[config.mk]
export PLATFORM = sky130hd
export DESIGN_NAME = uart_tx_serializer
export DESIGN_NICKNAME = d
export VERILOG_FILES = /design/src/rtl/uart_pkg.sv /design/src/rtl/uart_parity_acc.sv /design/src/rtl/uart_tx_serializer.sv
export SDC_FILE = /design/constraint.sdc
export NUM_CORES = 1
export LEC_CHECK = 0
export ABC_AREA = 1
export CORE_MARGIN = 2
export CORE_UTILIZATION = 52
export DETAILED_ROUTE_END_ITERATION = 16
export HOLD_SLACK_MARGIN = 0.05
export PLACE_DENSITY = 0.9
export SLEW_MARGIN = 25
export SYNTH_ARGS = -nofsm -noshare
export SYNTH_HDL_FRONTEND = slang
export SYNTH_SLANG_ARGS = --single-unit
[constraint.sdc]
create_clock -name clk -period 5.2 [get_ports clk]
set_clock_uncertainty 0.15 [all_clocks]
set_input_delay 0.52 -clock clk [delete_from_list [all_inputs] [get_ports clk]]
set_output_delay 0.52 -clock clk [all_outputs]
set_load 0.01 [all_outputs]
[src/rtl/uart_pkg.sv]
// Shared definitions for the UART transmit path: FSM encodings, parity
// codes, the fallback payload width and small decode helpers.
package uart_pkg;

    // One-hot FSM state encodings; the value is exported directly on State_o.
    typedef enum logic [5:0] {
        ST_IDLE   = 6'b000001,
        ST_START  = 6'b000010,
        ST_DATA   = 6'b000100,
        ST_PARITY = 6'b001000,
        ST_STOP   = 6'b010000,
        ST_BREAK  = 6'b100000
    } tx_state_t;

    // Parity-mode codes as presented on ParityMode_i.
    typedef enum logic [2:0] {
        PAR_NONE  = 3'd0,
        PAR_ODD   = 3'd1,
        PAR_EVEN  = 3'd2,
        PAR_MARK  = 3'd3,
        PAR_SPACE = 3'd4
    } parity_mode_t;

    // Payload width used whenever the requested width is out of range.
    localparam logic [3:0] DEFAULT_DATA_W = 4'd8;

    // Clamp a requested payload length to the legal 5..max_w window.
    function automatic logic [3:0] eff_data_bits(input logic [3:0] req, input int max_w);
        if (int'(req) < 5 || int'(req) > max_w) begin
            return DEFAULT_DATA_W;
        end
        return req;
    endfunction

    // Undefined parity codes (5..7) behave as "no parity".
    function automatic parity_mode_t norm_parity(input logic [2:0] mode);
        if (mode > 3'd4) begin
            return PAR_NONE;
        end
        return parity_mode_t'(mode);
    endfunction

endpackage

[src/rtl/uart_parity_acc.sv]
// Running parity over the data bits of one frame; the mode selects how the
// accumulated XOR is turned into the transmitted parity bit.
module uart_parity_acc
    import uart_pkg::*;
(
    input  logic         clk,
    input  logic         rst,
    input  logic         clr,
    input  logic         en,
    input  logic         bit_in,
    input  parity_mode_t mode,
    output logic         parity
);

    logic acc_reg;

    // XOR accumulator, cleared at the start of every frame.
    always_ff @(posedge clk) begin
        if (rst || clr) begin
            acc_reg <= 1'b0;
        end else if (en) begin
            acc_reg <= acc_reg ^ bit_in;
        end
    end

    // Map the accumulated XOR onto the selected parity flavour.
    always_comb begin
        parity = 1'b0;
        case (mode)
            PAR_EVEN:  parity = acc_reg;
            PAR_ODD:   parity = ~acc_reg;
            PAR_MARK:  parity = 1'b1;
            default:   parity = 1'b0;
        endcase
    end

endmodule

[src/rtl/uart_tx_serializer.sv]
// UART transmit serializer: pulls words from a FIFO with a one-cycle read
// latency and shifts out start, data, optional parity and stop bits, one
// bit per baud tick. Also supports holding the line in break while idle.
module uart_tx_serializer
    import uart_pkg::*;
#(
    parameter int DATA_W_MAX = 9,
    parameter int STOP_W     = 2
) (
    input  logic                  clk,
    input  logic                  rst,
    input  logic                  p_BaudSig_i,
    input  logic                  p_TxEn_i,
    input  logic [3:0]            DataBits_i,
    input  logic [2:0]            ParityMode_i,
    input  logic                  TwoStop_i,
    input  logic                  p_BigEnd_i,
    input  logic                  p_Break_i,
    output logic                  n_FifoRe_o,
    input  logic [DATA_W_MAX-1:0] FifoData_i,
    input  logic                  p_FiFoEmpty_i,
    output logic                  SerialData_o,
    output logic [5:0]            State_o,
    output logic                  p_Busy_o,
    output logic                  p_Done_o
);

    tx_state_t             state_reg;
    logic                  line_reg;
    logic                  re_n_reg;
    logic                  done_reg;
    logic                  busy_reg;
    logic                  rd_pend_reg;
    logic [DATA_W_MAX-1:0] data_reg;
    logic [3:0]            nbits_reg;
    parity_mode_t          pmode_reg;
    logic                  two_stop_reg;
    logic                  big_end_reg;
    logic [3:0]            bit_cnt_reg;
    logic [STOP_W-1:0]     stop_cnt_reg;

    logic start_ok;
    logic last_bit;
    logic stop_last;
    logic launch;
    logic drive_bit;
    logic par_en;
    logic parity_bit;

    // Bit k of the frame in transmission order, honouring bit order and length.
    function automatic logic pick_bit(input logic [DATA_W_MAX-1:0] data,
                                      input logic [3:0] nbits,
                                      input logic big,
                                      input logic [3:0] k);
        logic [3:0]            idx;
        logic [DATA_W_MAX-1:0] sh;
        idx = big ? (nbits - 4'd1 - k) : k;
        sh  = data >> idx;
        return sh[0];
    endfunction

    // Frame-start conditions and the bit about to be driven on this tick.
    always_comb begin
        start_ok  = p_TxEn_i & ~p_FiFoEmpty_i & ~p_Break_i;
        last_bit  = (bit_cnt_reg == (nbits_reg - 4'd1));
        stop_last = (stop_cnt_reg == STOP_W'(two_stop_reg));
        launch    = p_BaudSig_i & start_ok &
                    ((state_reg == ST_IDLE) | ((state_reg == ST_STOP) & stop_last));
        drive_bit = (state_reg == ST_START)
                  ? pick_bit(data_reg, nbits_reg, big_end_reg, 4'd0)
                  : pick_bit(data_reg, nbits_reg, big_end_reg, bit_cnt_reg + 4'd1);
        par_en    = p_BaudSig_i &
                    ((state_reg == ST_START) | ((state_reg == ST_DATA) & ~last_bit));
    end

    uart_parity_acc u_parity (
        .clk    (clk),
        .rst    (rst),
        .clr    (launch),
        .en     (par_en),
        .bit_in (drive_bit),
        .mode   (pmode_reg),
        .parity (parity_bit)
    );

    // Transmit FSM with registered line, strobe, busy and done outputs.
    always_ff @(posedge clk) begin
        if (rst) begin
            state_reg    <= ST_IDLE;
            line_reg     <= 1'b1;
            re_n_reg     <= 1'b1;
            done_reg     <= 1'b0;
            busy_reg     <= 1'b0;
            rd_pend_reg  <= 1'b0;
            data_reg     <= '0;
            nbits_reg    <= 4'd0;
            pmode_reg    <= PAR_NONE;
            two_stop_reg <= 1'b0;
            big_end_reg  <= 1'b0;
            bit_cnt_reg  <= 4'd0;
            stop_cnt_reg <= '0;
        end else begin
            re_n_reg    <= 1'b1;
            done_reg    <= 1'b0;
            // FIFO data is valid one clock after the strobe has been seen.
            rd_pend_reg <= ~re_n_reg;
            if (rd_pend_reg) begin
                data_reg <= FifoData_i;
            end
            if (p_BaudSig_i) begin
                case (state_reg)
                    ST_IDLE: begin
                        if (p_Break_i) begin
                            state_reg <= ST_BREAK;
                            line_reg  <= 1'b0;
                            busy_reg  <= 1'b1;
                        end
                    end
                    ST_START: begin
                        state_reg   <= ST_DATA;
                        bit_cnt_reg <= 4'd0;
                        line_reg    <= drive_bit;
                    end
                    ST_DATA: begin
                        if (last_bit) begin
                            if (pmode_reg != PAR_NONE) begin
                                state_reg <= ST_PARITY;
                                line_reg  <= parity_bit;
                            end else begin
                                state_reg    <= ST_STOP;
                                line_reg     <= 1'b1;
                                stop_cnt_reg <= '0;
                            end
                        end else begin
                            bit_cnt_reg <= bit_cnt_reg + 4'd1;
                            line_reg    <= drive_bit;
                        end
                    end
                    ST_PARITY: begin
                        state_reg    <= ST_STOP;
                        line_reg     <= 1'b1;
                        stop_cnt_reg <= '0;
                    end
                    ST_STOP: begin
                        if (stop_last) begin
                            done_reg  <= 1'b1;
                            state_reg <= ST_IDLE;
                            busy_reg  <= 1'b0;
                            line_reg  <= 1'b1;
                        end else begin
                            stop_cnt_reg <= stop_cnt_reg + 1'b1;
                        end
                    end
                    ST_BREAK: begin
                        if (!p_Break_i) begin
                            state_reg <= ST_IDLE;
                            busy_reg  <= 1'b0;
                            line_reg  <= 1'b1;
                        end
                    end
                    default: begin
                        state_reg <= ST_IDLE;
                        busy_reg  <= 1'b0;
                        line_reg  <= 1'b1;
                    end
                endcase
            end
            // A new frame (from IDLE or straight after the last stop bit)
            // overrides the idle transition above and snapshots the config.
            if (launch) begin
                re_n_reg     <= 1'b0;
                state_reg    <= ST_START;
                line_reg     <= 1'b0;
                busy_reg     <= 1'b1;
                nbits_reg    <= eff_data_bits(DataBits_i, DATA_W_MAX);
                pmode_reg    <= norm_parity(ParityMode_i);
                two_stop_reg <= TwoStop_i;
                big_end_reg  <= p_BigEnd_i;
            end
        end
    end

    assign n_FifoRe_o   = re_n_reg;
    assign SerialData_o = line_reg;
    assign State_o      = state_reg;
    assign p_Busy_o     = busy_reg;
    assign p_Done_o     = done_reg;

endmodule

After elaboration in Yosys (flattened, before gate mapping)
Index checks and enable logic that the tools add are counted.
{ "word_totals": {"reg_bits": 36, "out_inout_bits": 10, "elab_cells": 123} }
{ "op_classes": {"addsub": 4, "n_lt_le_gt_ge": 3, "eq_ne": 23, "shifts": 2, "muxes": 44, "bitwise": 17, "reduce_logical": 15} }
{ "ops": {"columns": ["operator", "count"], "rows": [
  ["one-hot mux 6 bit (6 select lines)", 1],
  ["two-way mux 6 bit", 4],
  ["two-way mux 1 bit", 21],
  ["two-way mux 4 bit", 5],
  ["AND reduction 5 bit", 4],
  [">> shifter 9 x 4 -> 1 bit", 2],
  ["!= test 2 bit (second input constant)", 7],
  ["!= test 3 x 2 -> 1 bit (second input constant)", 4],
  ["two-way mux 2 bit", 5],
  ["one-hot mux 4 bit (2 select lines)", 1],
  ["AND 1 bit", 7],
  ["NOT 1 bit", 7],
  ["equality test 3 x 2 -> 1 bit (second input constant)", 2],
  ["equality test 6 x 1 -> 1 bit (second input constant)", 1],
  ["equality test 6 x 2 -> 1 bit (second input constant)", 1],
  ["equality test 6 x 3 -> 1 bit (second input constant)", 1],
  ["equality test 6 x 4 -> 1 bit (second input constant)", 1],
  ["equality test 6 x 5 -> 1 bit (second input constant)", 1],
  ["equality test 6 bit (second input constant)", 1],
  ["two-way mux 3 bit", 2],
  ["one-hot mux 2 bit (3 select lines)", 1],
  ["nonzero test 3 bit", 2],
  ["OR reduction 3 bit", 2],
  ["two-way mux 5 bit", 1],
  ["other kinds (21)", 24]
]} }

Logic depth before layout (Yosys ltp)
Gate-level depths: netlist of the first run.
{ "logic_depth": {"word_depth": 9, "mapped_depth": 21, "mapped_depth_nobuf": 21} }

Cells and area by module
Synthesis of the first run repeated with hierarchy kept, for this count alone.
{ "unflattened": {"cells_unflattened": 300, "area_unflattened_um2": 2021.9} }
{ "modules_own_cells": {"columns": ["mod", "instances", "cells_per_inst", "area_per_inst_um2", "seq_area_each_um2"], "rows": [
  ["uart_tx_serializer", 1, 290, 1961.9, 700.7],
  ["uart_parity_acc", 1, 10, 60.1, 20.0]
]} }

Worst setup path before layout of the first run
No wires, ideal clock.
{ "synth_path": {"kind": "register to register", "startpoint": "register nbits_reg[0]", "endpoint": "register line_reg, in the netlist SerialData_o", "arrival_time_ns": 2.077, "t_required_ns": 4.935, "path_slack_ns": 2.858, "path_stages_with_launch": 22, "path_buffers": 0, "synth_period_minus_slack_ns": 2.342, "cell_sequence": "dfxtp_1 -> inv_1 -> ha_1 -> or2_1 -> nand2_2 -> inv_1 -> ha_1 -> nand2_1 -> nor2_1 -> inv_1 -> nand2_1 -> nand3_1 -> nand3_1 -> nand2_1 -> nand2_1 -> nand2_1 -> nand2_1 -> nand2_2 -> nand3_1 -> nand2_1 -> nand2_1 -> nand2_1"} }
{ "synth_via": {"elab_chain_len": 9, "elab_cells_between_ends": 12} }
{ "synth_lines": {"columns": ["item", "line_no", "text"], "rows": [
  ["start: declaration", "uart_tx_serializer.sv:35", "logic [3:0] nbits_reg;"],
  ["start signal: assignment", "uart_tx_serializer.sv:175", "nbits_reg <= eff_data_bits(DataBits_i, DATA_W_MAX);"],
  ["subtractor 4 x 1 -> 4 bit (*)", "uart_tx_serializer.sv:57, uart_tx_serializer.sv:65", null],
  ["subtractor 4 bit", "uart_tx_serializer.sv:57", "idx = big ? (nbits - 4'd1 - k) : k;"],
  ["two-way mux 4 bit", "uart_tx_serializer.sv:57", null],
  [">> shifter 9 x 4 -> 1 bit", "uart_tx_serializer.sv:58", "sh = data >> idx;"],
  ["two-way mux 1 bit", "uart_tx_serializer.sv:70", "? pick_bit(data_reg, nbits_reg, big_end_reg, 4'd0)"],
  ["two-way mux 1 bit", "uart_tx_serializer.sv:125", "if (last_bit) begin"],
  ["one-hot mux 1 bit (5 select lines) (*)", "uart_tx_serializer.sv:111", "case (state_reg)"],
  ["two-way mux 1 bit (*)", "uart_tx_serializer.sv:110", "if (p_BaudSig_i) begin"],
  ["two-way mux 1 bit (*)", "uart_tx_serializer.sv:170", "if (launch) begin"],
  ["end signal: assignment", "uart_tx_serializer.sv:122", "line_reg <= drive_bit;"],
  ["end signal: assignment", "uart_tx_serializer.sv:128", "line_reg <= parity_bit;"],
  ["end signal: assignment", "uart_tx_serializer.sv:136", "line_reg <= drive_bit;"],
  ["end: declaration", "uart_tx_serializer.sv:29", "logic line_reg;"]
]} }
Every way passes the cells marked *; elsewhere a longest branch is shown, timed or not. The select of a mux whose other input is x is not followed.
A chain may end at the register's enable or synchronous reset.

Worst setup path in the final report of the first run
Same ends and word-level chain as after synthesis.

==> flow_metrics.tcl, run 1 <==
set metrics [dict create \
    synth_nets 346 \
    rows 23 \
    dpl_cell_area_um2 2510 \
    final_area_um2 2630 \
    worstPathRequired_ns 5.24 \
    criticalPathCategory "flop to flop" \
    reg2reg_depth 21 \
    grt_overflow 0 \
    period_needed_ns 2.66 \
    post-route-drc-count 0 \
    tns_ns 0 \
    tightest_slew_ns 0.514 \
    place_ws_ns 2.61 \
    synth.ff_latch_count 36 \
    drv_slew 0 \
    numCtsBuffers 5 \
    wl_per_cell_um 12.6 \
    ys_types 36 \
    cp-start-kind "flop" \
    antenna_found_initial 0 \
    status "finished, final reports clean" \
    grt_usage 0.244 \
    die_h_um 68.3 \
    first_pass_iters 5 \
    power_density_nw_per_um2 262 \
    finalSetupViolations 0 \
    gp_congestion 0.952 \
    fin_crit_sh 0.511 \
    power_mw 0.689 \
    grt_setup_unrepaired "no" \
    grt_pass1_vias 1993 \
    largest_reg_flops 9 \
    portBuffers 33 \
    hold_depth 1 \
    grt_pass1_wl_um 8520 \
    hold_start "n_FifoRe_o$_SDFF_PP1_" \
    drt_first_iter_violations 162 \
    arrival_ns 2.70 \
    hpwlAfterDp_um 3760 \
    hold_viol_final 0 \
    cts_buffer_depth 2 \
    syn_avg_cell_area_um2 6.81 \
    finalNetCount 381 \
    final_common_cell "nand2_1" \
    yosysWarningCount 0 \
    ir_drop_uv 144 \
    synthesis.area_um2 2150 \
    ys_seq_area_frac 0.335 \
    whs_ns 0.283 \
    cts_tree "yes" \
    fmax_mhz 376 \
    p_leak_nw 1.16 \
    cts_max_level 2 \
    worstHoldEndpoint "rd_pend_reg$_SDFF_PP0_" \
    cts.sinks 36 \
    slew_headroom 0.657 \
    viasPerCell 5.28 \
    core_um2 4000 \
    die_area_um2 4670 \
    pin_count 34 \
    critPathMaxFanout 5 \
    drive_gt1_frac 0.0938 \
    cts_hold_buf 0 \
    syn_inst 316 \
    drt-total-wl_um 5070 \
    antennaDiodeCount 0 \
    die_x_um 68.3 \
    r2r_start "nbits_reg[0]$_SDFFE_PP0P_" \
    clock_latency_ns 0.30 \
    grt_start_max_net_pins 17 \
    regToRegEndpoint "SerialData_o$_SDFFE_PP1P_" \
    clk_pin_slew_ns 0.08 \
    rrSetupSlack_ns 2.54 \
    final_cell_mix "nand2_1, inv_1, nor2_1, dfxtp_1, clkdlybuf4s50_1" \
    drv_cap 0 \
    vias 2124 \
    clk_root_buffer_cell "clkbuf_8" \
    area_growth_syn_to_layout_pct 22.0 \
    cp-end-kind "flop" \
    cts_resized 0 \
    postCtsSetupRepairBufs 0 \
    ant_nets 0 \
    initial_core_util 0.538 \
    setup_ws_ns 2.54 \
    worstHoldPathType "flop to flop" \
]
==> worst max-delay path by stage <==
stage                              start                            end  slack (ns)  cells past startpoint
2_1_floorplan  nbits_reg[0]$_SDFFE_PP0P_      SerialData_o$_SDFFE_PP1P_        2.86                     21
3_3_place_gp   nbits_reg[0]$_SDFFE_PP0P_      SerialData_o$_SDFFE_PP1P_        2.71                     21
3_5_place_dp   nbits_reg[0]$_SDFFE_PP0P_      SerialData_o$_SDFFE_PP1P_        2.61                     20
4_1_cts        nbits_reg[0]$_SDFFE_PP0P_      SerialData_o$_SDFFE_PP1P_        2.59                     21
5_1_grt        nbits_reg[0]$_SDFFE_PP0P_  u_parity.acc_reg$_SDFFE_PP0P_        2.23                     20
6_report       nbits_reg[0]$_SDFFE_PP0P_      SerialData_o$_SDFFE_PP1P_        2.54                     21
==> stage by stage <==
stage / std cells / utilization
after detailed placement: 394 / 0.629
after global routing: 402 / 0.657
after CTS: 402 / 0.657
after global placement: 394 / 0.629
final: 402 / 0.657
after floorplan: 316 / -
==> report_power, final <==
part           total (mW)  internal, mW  switching [mW]
clock network       0.250         0.142           0.108
registers           0.302         0.287          0.0149
logic               0.137        0.0601          0.0772
==> layer usage <==
| layer | share of wire | track usage |
|---|---|---|
| met1 | 0.46 | 0.322 |
| met3 | 0.062 | 0.0592 |
| met2 | 0.44 | 0.376 |
| met4 | 0.035 | 0.113 |
| met5 | 0 | 0 |
==> cell families (layout without fill, tap and decap cells) <==
group,count (synthesis),after routing,share of synthesized area
flops,36,36,0.335
simple gates,161,161,0.346
xor+xnor,6,6,0.0244
compound gates,53,53,0.157
fa+ha+maj,6,6,0.0384
buf+inv,54,90,0.0994
==> worst max-delay path: stages, from the launching register on <==
cell and delay (ns):
dfxtp_1 0.36, inv_1 0.13, ha_1 0.24, or2_1 0.22
nand2_2 0.09, inv_1 0.05, ha_1 0.32, nand2_1 0.06
nor2_1 0.12, inv_1 0.05, nand2_1 0.05, nand3_1 0.08
nand3_1 0.08, nand2_1 0.05, nand2_1 0.05, nand2_1 0.07
nand2_1 0.08, nand2_2 0.06, nand3_1 0.07, nand2_1 0.06
nand2_1 0.05, nand2_1 0.04
==> Yosys cell counts <==
cell	count	share of area
nand2_1	66	0.12
inv_1	46	0.080
nor2_1	40	0.070
dfxtp_1	36	0.33
nand3_1	28	0.065
o21ai_0	21	0.049
a21oi_1	18	0.042
nand4_1	6	0.017
ha_1	5	0.029
nand2_2	4	0.012
nor3_1	4	0.0093
xor2_1	4	0.016
clkbuf_1	3	0.0052
nor2_2	3	0.0087
nor2_4	3	0.016
o32ai_2	3	0.023
a211oi_1	2	0.0070
inv_2	2	0.0035
nand2_4	2	0.010
o21ai_2	2	0.0081
o22ai_1	2	0.0058
xnor2_1	2	0.0081
a21oi_2	1	0.0041
a21oi_4	1	0.0076
a31oi_1	1	0.0029
and3_1	1	0.0029
buf_4	1	0.0035
buf_6	1	0.0052
clkinv_1	1	0.0017
fa_1	1	0.0093
nand3_2	1	0.0047
nor3_2	1	0.0047
nor3_4	1	0.0076
o21ai_1	1	0.0023
o31ai_2	1	0.0058
or2_1	1	0.0029
==> layout make-up <==
type / instances / area, µm²
well taps: 50 / 62.6
repair buffers: 33 / 330
fillers: 336 / 1370
clock buffers: 5 / 68.8
flip-flops and latches: 36 / 721
inverters: 49 / 184
multi-input cells: 226 / 1220
clock inverters: 3 / 42.5
Power figures use the tool's default switching activity.
==> run 2: changes to the inputs <==
- CORE_UTILIZATION: 52 -> 48
- PLACE_DENSITY: 0.9 -> 0.87
- clock period: 5.2 -> 2.31 ns (I/O delays scaled with it)
==> run 2 against run 1 <==
  * The flow now finishes with violations (setup timing)
  * Fmax is 9.7% higher
  * Combinational power grew to 2.5 times the previous value
  * Wire length is 12% higher
  * Die area is 7.8% higher
  * Final cell count is 5.5% higher
  * Worst setup slack worse by 2.7 ns
  * Clock power is 81% higher
  * Non-clock buffer count is 20 higher
  * Hold slack better by 0.011 ns
  * Global-route usage is 0.65 points lower
  * Via count is 7.6% higher
  * Critical path type unchanged
  * Critical endpoint unchanged
==> flow_metrics.tcl, run 2 (synthesis results as in run 1) <==
set metrics [dict create \
    core_um2 4320 \
    hpwlAfterDp_um 4100 \
    grt_pass1_wl_um 9590 \
    r2r_start "nbits_reg[1]$_SDFFE_PP0P_" \
    portBuffers 33 \
    vias 2285 \
    pin_count 34 \
    antenna_found_initial 0 \
    drv_slew 0 \
    drt-total-wl_um 5700 \
    area_growth_syn_to_layout_pct 34.0 \
    largest_reg_flops 9 \
    grt_usage 0.238 \
    cts_tree "yes" \
    ir_drop_uv 314 \
    cts_max_level 2 \
    grt_pass1_vias 2157 \
    hold_viol_final 0 \
    drive_gt1_frac 0.212 \
    whs_ns 0.294 \
    stdcell_count 424 \
    numCtsBuffers 5 \
    setup_ws_ns -0.114 \
    hold_start "n_FifoRe_o$_SDFF_PP1_" \
    worstHoldEndpoint "rd_pend_reg$_SDFF_PP0_" \
    antennaDiodeCount 0 \
    tns_ns -0.221 \
    final_util 0.667 \
    drv_cap 0 \
    worstHoldPathType "flop to flop" \
    arrival_ns 2.46 \
    wl_per_cell_um 13.4 \
    grt_setup_unrepaired "yes" \
    status "finished with violations" \
    critPathMaxFanout 3 \
    viasPerCell 5.39 \
    cp_slowest_cell "dfxtp_2" \
    slew_headroom 0.664 \
    post-route-drc-count 0 \
    tightest_slew_ns 0.504 \
    finalSetupViolations 2 \
    die_x_um 71.0 \
    final_cell_mix "nand2_1, inv_1, nor2_1, dfxtp_1, clkdlybuf4s50_1" \
    rrSetupSlack_ns -0.11 \
    criticalPathCategory "flop to flop" \
    clk_root_buffer_cell "clkbuf_8" \
    power_density_nw_per_um2 511 \
    fill_cells 350 \
    clock_latency_ns 0.29 \
    cts_buffer_depth 2 \
    final_common_cell "nand2_1" \
    dp_cells 411 \
    grt_overflow 0 \
    ant_nets 0 \
    die_area_um2 5040 \
    cts.sinks 36 \
    fmax_mhz 413 \
    cp_cell_sequence "inv_2 > ha_4 > or2_1 > nand2_2 > inv_2 > ha_4 > nand2_2 > nor2_2 > inv_1 > nand2_1 > nand3_2 > nand3_2 > nand2_1 > nand2_1 > nand2_2 > nand2_2 > nand2_2 > nand3_1 > nand2_1 > nand2_1 > nand2_1" \
    rows 24 \
    worstPathRequired_ns 2.35 \
    drt_first_iter_violations 176 \
    initial_core_util 0.498 \
    cp-end-kind "flop" \
    p_leak_nw 1.25 \
    crit_family "simple AND/OR/NAND/NOR gates" \
    cts_hold_buf 0 \
    cp-start-kind "flop" \
    crit_start "nbits_reg[1]$_SDFFE_PP0P_" \
    reg2reg_depth 21 \
    critPathMostFrequentCell "nand2_1" \
    first_pass_iters 5 \
    grt_start_max_net_pins 17 \
    power_mw 1.47 \
    die_h_um 71.0 \
    fin_crit_sh 1.05 \
    critPathBufInv 3 \
    gp_congestion 0.948 \
    regToRegEndpoint "SerialData_o$_SDFFE_PP1P_" \
    clk_pin_slew_ns 0.07 \
    finalNetCount 401 \
    violations "setup timing" \
    hold_depth 1 \
    cpPeakStageDelay_ns 0.35 \
    period_needed_ns 2.42 \
]
==> run 2: cell count changes in the layout (fill, tap and decap cells not counted), sizes merged <==
cell,previous run,this run
buf,0,20
bufinv,1,0
clkbuf,5,6
==> run 2: worst max-delay path by stage <==
stage                                    endpoint  cells after the start  slack [ns]
CTS                     SerialData_o$_SDFFE_PP1P_                     21       -0.05
finish                  SerialData_o$_SDFFE_PP1P_                     21       -0.11
global route            SerialData_o$_SDFFE_PP1P_                     21       -0.23
detailed placement  u_parity.acc_reg$_SDFFE_PP0P_                     17       -0.09
floorplan               SerialData_o$_SDFFE_PP1P_                     21        0.01
global placement    u_parity.acc_reg$_SDFFE_PP0P_                     17       -0.04
==> run 2: routing by layer <==
layer  routed length, µm  vias up  global-route usage
met5                   0        -                   0
met4                 181        0              0.0985
met3                 420       20              0.0541
met2                2650       95               0.386
met1                2450     1037               0.305
li1                    -     1133                   -
==> run 2: where the power goes <==
group,total (mW),internal (mW),leakage (nW),switching (mW)
Sequential,0.678,0.646,0.294,0.0325
Combinational,0.344,0.154,0.918,0.190
Clock,0.452,0.214,0.0414,0.237
Total,1.47,1.01,1.25,0.460
==> run 2: stage by stage <==
| step | area, µm² | setup slack (ns) |
|---|---|---|
| 2_1_floorplan | 2160 | 0.0134 |
| 3_3_place_gp | 2640 | -0.0433 |
| 3_5_place_dp | 2640 | -0.0880 |
| 4_1_cts | 2800 | -0.0507 |
| 5_1_grt | 2880 | -0.232 |
| 6_report | 2880 | -0.114 |
==> run 2: timing repair <==
item	CTS	global route
pin swaps	4	9
setup endpoints to repair	2	14
buffers inserted	4	3
cloned	0	0
gates resized for setup	12	19
==> run 2: cell type report <==
class	instances	area (µm²)	share of cell area
clock buffers	6	72.6	0.0252
repair buffers	53	484	0.168
clock inverters	2	16.3	0.00564
multi-input cells	226	1330	0.463
inverters	49	184	0.0638
flip-flops and latches	36	727	0.252
well taps	52	65.1	0.0226
